## src/rtl/regfile_pkg.sv

```systemverilog
// Shared definitions for the multiport register file.
//   DEFAULT_XLEN / DEFAULT_AW : default data and address widths
//   reg_addr_t / xlen_t       : address and data types for the default geometry
//   is_zero_reg()             : true when an address is the hardwired zero register
package regfile_pkg;

  localparam int DEFAULT_XLEN     = 32;
  localparam int DEFAULT_NUM_REGS = 32;
  localparam int DEFAULT_AW       = $clog2(DEFAULT_NUM_REGS);
  // Widest address the helper accepts; callers zero-extend into it.
  localparam int ADDR_MAX_W       = 32;

  typedef logic [DEFAULT_AW-1:0]   reg_addr_t;
  typedef logic [DEFAULT_XLEN-1:0] xlen_t;

  // zero_en carries the ZERO_REG parameter so one helper serves both variants.
  function automatic logic is_zero_reg(input logic [ADDR_MAX_W-1:0] addr,
                                       input logic zero_en);
    return zero_en && (addr == '0);
  endfunction

endpackage

```

## src/rtl/regfile_scoreboard.sv

```systemverilog
// Busy scoreboard for in-flight writebacks.
//   clk, reset_n          : clock, synchronous active-low reset
//   wr_en, wr_addr        : writeback clears the busy bit of wr_addr
//   issue_en, issue_addr  : issue sets the busy bit of issue_addr (wins over clear)
//   busy_vec              : registered scoreboard
//   busy_next             : scoreboard as it will be after this edge, used by
//                           the read ports so their busy view matches bypass
module regfile_scoreboard
  import regfile_pkg::*;
#(
  parameter int NUM_REGS = 32,
  parameter int ZERO_REG = 1,
  parameter int AW       = $clog2(NUM_REGS)
) (
  input  logic                clk,
  input  logic                reset_n,
  input  logic                wr_en,
  input  logic [AW-1:0]       wr_addr,
  input  logic                issue_en,
  input  logic [AW-1:0]       issue_addr,
  output logic [NUM_REGS-1:0] busy_vec,
  output logic [NUM_REGS-1:0] busy_next
);

  logic [NUM_REGS-1:0] busy_reg;
  logic                clear_ok;
  logic                set_ok;

  // The zero register is never marked, so its bit stays 0 from reset onward.
  assign clear_ok = wr_en    && !is_zero_reg(ADDR_MAX_W'(wr_addr),    ZERO_REG != 0);
  assign set_ok   = issue_en && !is_zero_reg(ADDR_MAX_W'(issue_addr), ZERO_REG != 0);

  // Clear first, then set: a same-cycle issue to the written register wins.
  always_comb begin
    busy_next = busy_reg;
    if (clear_ok) begin
      busy_next[wr_addr] = 1'b0;
    end
    if (set_ok) begin
      busy_next[issue_addr] = 1'b1;
    end
  end

  always_ff @(posedge clk) begin
    if (!reset_n) begin
      busy_reg <= '0;
    end else begin
      busy_reg <= busy_next;
    end
  end

  assign busy_vec = busy_reg;

endmodule

```

## src/rtl/regfile_multiport.sv

```systemverilog
// Multiport register file: NUM_RD registered read ports, one write port,
// same-cycle write-to-read bypass and a per-register busy scoreboard.
//   i_clk, i_reset_n          : clock, synchronous active-low reset
//   i_rd_en / i_rd_addr       : per-port read request
//   o_rd_data / o_rd_busy     : per-port registered result (held when idle)
//   o_rd_valid                : high one cycle after an accepted read
//   i_wr_en/i_wr_addr/i_wr_data : writeback (also clears busy)
//   i_issue_en/i_issue_addr   : mark destination busy
//   o_busy_vec                : registered scoreboard
module regfile_multiport
  import regfile_pkg::*;
#(
  parameter int XLEN     = DEFAULT_XLEN,
  parameter int NUM_REGS = 32,
  parameter int NUM_RD   = 2,
  parameter int ZERO_REG = 1,
  parameter int AW       = $clog2(NUM_REGS)
) (
  input  logic                         i_clk,
  input  logic                         i_reset_n,
  input  logic [NUM_RD-1:0]            i_rd_en,
  input  logic [NUM_RD-1:0][AW-1:0]    i_rd_addr,
  output logic [NUM_RD-1:0][XLEN-1:0]  o_rd_data,
  output logic [NUM_RD-1:0]            o_rd_valid,
  output logic [NUM_RD-1:0]            o_rd_busy,
  input  logic                         i_wr_en,
  input  logic [AW-1:0]                i_wr_addr,
  input  logic [XLEN-1:0]              i_wr_data,
  input  logic                         i_issue_en,
  input  logic [AW-1:0]                i_issue_addr,
  output logic [NUM_REGS-1:0]          o_busy_vec
);

  logic [XLEN-1:0]     mem_reg [NUM_REGS];
  logic [NUM_REGS-1:0] busy_next;
  logic                wr_zero;

  assign wr_zero = is_zero_reg(ADDR_MAX_W'(i_wr_addr), ZERO_REG != 0);

  regfile_scoreboard #(
    .NUM_REGS (NUM_REGS),
    .ZERO_REG (ZERO_REG),
    .AW       (AW)
  ) u_scoreboard (
    .clk        (i_clk),
    .reset_n    (i_reset_n),
    .wr_en      (i_wr_en),
    .wr_addr    (i_wr_addr),
    .issue_en   (i_issue_en),
    .issue_addr (i_issue_addr),
    .busy_vec   (o_busy_vec),
    .busy_next  (busy_next)
  );

  // Storage is cleared by reset, so it maps to registers rather than RAM.
  always_ff @(posedge i_clk) begin
    if (!i_reset_n) begin
      for (int i = 0; i < NUM_REGS; i++) begin
        mem_reg[i] <= '0;
      end
    end else if (i_wr_en && !wr_zero) begin
      mem_reg[i_wr_addr] <= i_wr_data;
    end
  end

  genvar gi;
  generate
    for (gi = 0; gi < NUM_RD; gi++) begin : g_rd
      logic            rd_zero;
      logic            wr_hit;
      logic [XLEN-1:0] data_next;
      logic [XLEN-1:0] data_reg;
      logic            busy_reg;
      logic            valid_reg;

      assign rd_zero = is_zero_reg(ADDR_MAX_W'(i_rd_addr[gi]), ZERO_REG != 0);
      assign wr_hit  = i_wr_en && (i_wr_addr == i_rd_addr[gi]);

      // Zero register wins over bypass, bypass wins over stored data.
      always_comb begin
        data_next = mem_reg[i_rd_addr[gi]];
        if (wr_hit) begin
          data_next = i_wr_data;
        end
        if (rd_zero) begin
          data_next = '0;
        end
      end

      // busy_next already folds in the same-cycle write/issue, so the busy
      // flag agrees with the bypassed data.
      always_ff @(posedge i_clk) begin
        if (!i_reset_n) begin
          data_reg  <= '0;
          busy_reg  <= 1'b0;
          valid_reg <= 1'b0;
        end else begin
          valid_reg <= i_rd_en[gi];
          if (i_rd_en[gi]) begin
            data_reg <= data_next;
            busy_reg <= busy_next[i_rd_addr[gi]];
          end
        end
      end

      assign o_rd_data[gi]  = data_reg;
      assign o_rd_busy[gi]  = busy_reg;
      assign o_rd_valid[gi] = valid_reg;
    end
  endgenerate

endmodule

```

## config.mk

```make
export PLATFORM = sky130hd
export DESIGN_NAME = regfile_multiport
export DESIGN_NICKNAME = d
export VERILOG_FILES = /design/src/rtl/regfile_pkg.sv /design/src/rtl/regfile_scoreboard.sv /design/src/rtl/regfile_multiport.sv
export SDC_FILE = /design/constraint.sdc
export NUM_CORES = 2
export LEC_CHECK = 0
export CORE_MARGIN = 1.5
export CORE_UTILIZATION = 50
export DETAILED_ROUTE_END_ITERATION = 12
export GPL_TIMING_DRIVEN = 0
export MAX_ROUTING_LAYER = met4
export PLACE_DENSITY = 0.67
export SKIP_CTS_REPAIR_TIMING = 1
export SYNTH_ARGS = -nofsm -noshare
export SYNTH_HDL_FRONTEND = slang
export SYNTH_SLANG_ARGS = --single-unit
```

## constraint.sdc

```tcl
create_clock -name i_clk -period 5.85 [get_ports i_clk]
set_clock_uncertainty 0.1 [all_clocks]
set_input_delay 1.17 -clock i_clk [delete_from_list [all_inputs] [get_ports i_clk]]
set_output_delay 1.17 -clock i_clk [all_outputs]
set_load 0.03 [all_outputs]
```

==> reports/results.md <==
- 0.170 GHz — f_max
- 32800 um^2 — Seq. cell area
- 7921 — initial drt markers
- flip-flop — CP Capture Type
- 14.0% — layout overhead on the synthesized area
- sky130_fd_sc_hd__clkbuf_1 — slowest cell on the critical path
- 122000 um^2 — full die area
- 1024 x sky130_fd_sc_hd__edfxtp_1, 1007 x sky130_fd_sc_hd__and2_1, 374 x sky130_fd_sc_hd__mux2i_1 — commonest cells after routing, fill and taps aside
- 1.05 — final weighted congestion in routability-driven placement
- 1640 ps — transition time of the tightest slew-check pin
- 339000 um — first-pass GRT wire length
- 68100 um^2 — Design Area, Final
- buffers and inverters — crit-path leading delay family
- 349 um — vertical die dimension
- 0.147% — xor and xnor fraction of the mapped netlist area
- 890 ps — critical path's largest stage delay
- built — TritonCTS clock tree
- 0.000272 V — peak supply drop
- 20.3 mW — Power, Total
- 1124 — number of flip-flops and latches in the synthesized netlist
- 15.8% — ratio of cells with drive above 1 in the final layout
- 60 ps — clock transition at the registers of the reported paths
- 19.1% — multiplexer share of the synthesized area
- -9.54% — worst slew margin relative to its limit
- primary input — kind of start point of the critical path
- 42.9k — via count of the first global-routing pass
- sky130_fd_sc_hd__edfxtp_1 — most frequent standard cell in the layout excluding fill and tap cells
- 64000 um^2 — placed cell areas
- 8 — first drt pass iteration count
- capacitance limit, slew limit, setup timing — violations in the final reports
- 0 — final hold violations
- primary input to flip-flop — critical path type
- 45.6k — total vias in the final route
- 70 — number of distinct library cells after synthesis
- flip-flop to flip-flop — worst min path class
- 4977 — number of nets in the finished design
- 42.0% — combined global-route utilization of all metal layers
- 0 — aggregate global routing overflow
- 6440 ps — Crit path required time
- 57.6% — fraction of the core area covered by cells at the end of the flow
- 1 — Final setup viols
- 28 — antenna violations before repair
- 1024 — number of flip-flops under the largest register name
- multiplexers — largest family of logic cells by synthesized area
- sky130_fd_sc_hd__edfxtp_1 — Main synth FF type
- 9.13% — Compound-Gate Fraction of Synth Area
- 24.1 nW — leakage power figure
- 3 — H-tree levels
- 6490 ps — arrival time of data at the critical path endpoint
- clkdlybuf4s50_1 -> buf_2 -> nand2b_1 -> clkbuf_1 -> clkbuf_2 -> o21ai_0 -> a21oi_1 -> nor2_1 -> o211ai_1 -> o21ai_0 -> o21ai_0 — ordered cell list for the critical path
- 1124 — number of clock sinks seen by CTS
- 189000 um — placed wire-length estimate after detailed placement
- 0% — proportion of register bits with asynchronous set or reset after synthesis
- 0 — post-detailed-route count of antenna-violating nets
- 50.5% — Starting Density
- 4592 — cells after synthesis
- 2 — cell count of the worst hold path
- 33 — pin count of the biggest net entering global routing
- 126 — Site Rows
- 349 um — Die Span X
- 118000 um^2 — Core ar.
- 770 ps — clock latency on the worst-skew pair
- no — setup repair after global routing missed its margin
- 3 — buffer levels on the longest clock path
- 5900 ps — min Tclk post-route
- 59800 um^2 — mapped cell area
- 101% — ratio of final minimum period to clock period
- 0% — Post-Synth Adder-Cell Area
- 298 nW/um^2 — power density over cell area
- 401 ps — Min Hold Slack
- 13.2% — share of synthesized cell area in and, or, nand and nor gates
- 0 — number of DRC violations after detailed routing
- 0 — Synth Warn #
- 10 — Crit Path Max Fanout
- 4 — worst path bufs/invs
- 38.0 um — routed wire length per instance
- 11 — logic depth of the worst setup path including buffers
- 251000 um — detailed-route wire length
- 121 — CTS buffer count
- 13.0 um^2 — Mean Syn Cell Area
- sky130_fd_sc_hd__clkbuf_16 — CTS root buf
- sky130_fd_sc_hd__o21ai_0 — crit-path most repeated cell
- finished with violations — outcome
- 1024 — Post-synth EDFFs
- 9653 — count of filler cells inserted in the layout
- 6.91 — Vias/cell
- 48 — number of slew-limit violations in the final report
- -541 ps — Post-Place Worst Slack
- 4 — Max Cap Viol
- 6 — number of cell instances on the worst register-to-register path
- 25200 um^2 — multi-input combinational cell area
- 143 — quantity of I/O buffers inserted on ports
- 158 — number of placed I/O pins
- -45.2 ps — final critical-path setup slack
- 54.8% — proportion of synthesized chip area in sequential cells
-- cell usage after synthesis (3+ instances only) --
master,n,area (um^2)
sky130_fd_sc_hd__nand2b_1,5,31.3
sky130_fd_sc_hd__a22oi_1,194,1460
sky130_fd_sc_hd__edfxtp_1,1024,30700
sky130_fd_sc_hd__a221oi_1,124,1090
sky130_fd_sc_hd__buf_1,9,33.8
sky130_fd_sc_hd__o2bb2ai_1,4,35.0
sky130_fd_sc_hd__and3b_1,4,35.0
sky130_fd_sc_hd__buf_4,59,443
sky130_fd_sc_hd__nor3b_1,3,22.5
sky130_fd_sc_hd__mux2_2,125,1410
sky130_fd_sc_hd__buf_2,65,325
sky130_fd_sc_hd__mux2i_1,374,3740
sky130_fd_sc_hd__nand3b_1,7,52.6
sky130_fd_sc_hd__clkbuf_1,329,1230
sky130_fd_sc_hd__a311oi_1,3,26.3
sky130_fd_sc_hd__and3_1,5,31.3
sky130_fd_sc_hd__nand3_1,68,340
sky130_fd_sc_hd__buf_6,5,56.3
sky130_fd_sc_hd__mux4_2,278,6260
sky130_fd_sc_hd__o21ai_1,20,100
sky130_fd_sc_hd__nor2b_1,5,31.3
sky130_fd_sc_hd__nor2_1,117,439
sky130_fd_sc_hd__a21oi_1,136,681
sky130_fd_sc_hd__nand2_1,89,334
sky130_fd_sc_hd__inv_1,5,18.8
sky130_fd_sc_hd__nand4b_1,5,43.8
sky130_fd_sc_hd__xor2_1,8,70.1
sky130_fd_sc_hd__a22o_1,4,35.0
sky130_fd_sc_hd__and2_1,1007,6300
sky130_fd_sc_hd__o211ai_1,33,248
sky130_fd_sc_hd__dfxtp_1,100,2000
sky130_fd_sc_hd__o21ai_0,331,1660
-- layer usage --
| metal | routed length, um | vias to the layer above | GRT usage, % |
|---|---|---|---|
| li1 | - | 18073 | - |
| met4 | 13600 | 0 | 20.4 |
| met3 | 40700 | 732 | 17.1 |
| met5 | 0 | - | - |
| met1 | 91900 | 23017 | 53.8 |
| met2 | 104000 | 3759 | 57.4 |
-- stage by stage --
step,setup TNS [ps],cells
floorplan,0,4623
global placement,-754140,6302
detailed placement,-2140,6331
CTS,0,6560
global route,0,6584
finish,-45.2,6593
-- kinds of logic after synthesis --
group,after synthesis
AO/OA/AOI/OAI,864
XOR/XNOR,10
buffers and inverters,474
flip-flops,1124
multiplexers,778
other,1
AND/OR/NAND/NOR,1341
-- worst paths after layout --
kind	start	endpoint	slack [ps]
setup / recovery	i_rd_addr[2]	g_rd[0].data_reg[17]	-50
hold / removal	g_rd[1].data_reg[5]	g_rd[1].data_reg[5]	400
setup reg to reg	mem_reg[8][17]	g_rd[0].data_reg[17]	2920
hold reg to reg	g_rd[1].data_reg[5]	g_rd[1].data_reg[5]	400
-- final cells by class --
| class | instances | share of cell area [%] |
|---|---|---|
| clock buffers | 160 | 4.84 |
| diodes | 32 | 0.118 |
| flip-flops and latches | 1124 | 48.1 |
| inverters | 6 | 0.0331 |
| repair buffers | 173 | 2.98 |
| multi-input cells | 3025 | 37.0 |
| well taps | 1536 | 2.82 |
| plain buffers | 468 | 3.09 |
| clock inverters | 69 | 1.05 |
-- power by group --
part	internal, mW	leakage [nW]	switching, mW
logic	0.965	11.6	1.94
clock network	4.45	1.95	3.46
registers	9.22	10.6	0.271
total	14.6	24.1	5.68
-- tightest hold or removal path, stage by stage (launching register included) --
cell and delay [ps]:
sky130_fd_sc_hd__dfxtp_1 320, sky130_fd_sc_hd__a22oi_1 80, sky130_fd_sc_hd__o21ai_1 70
No activity file was read; power rests on OpenSTA's default activity.
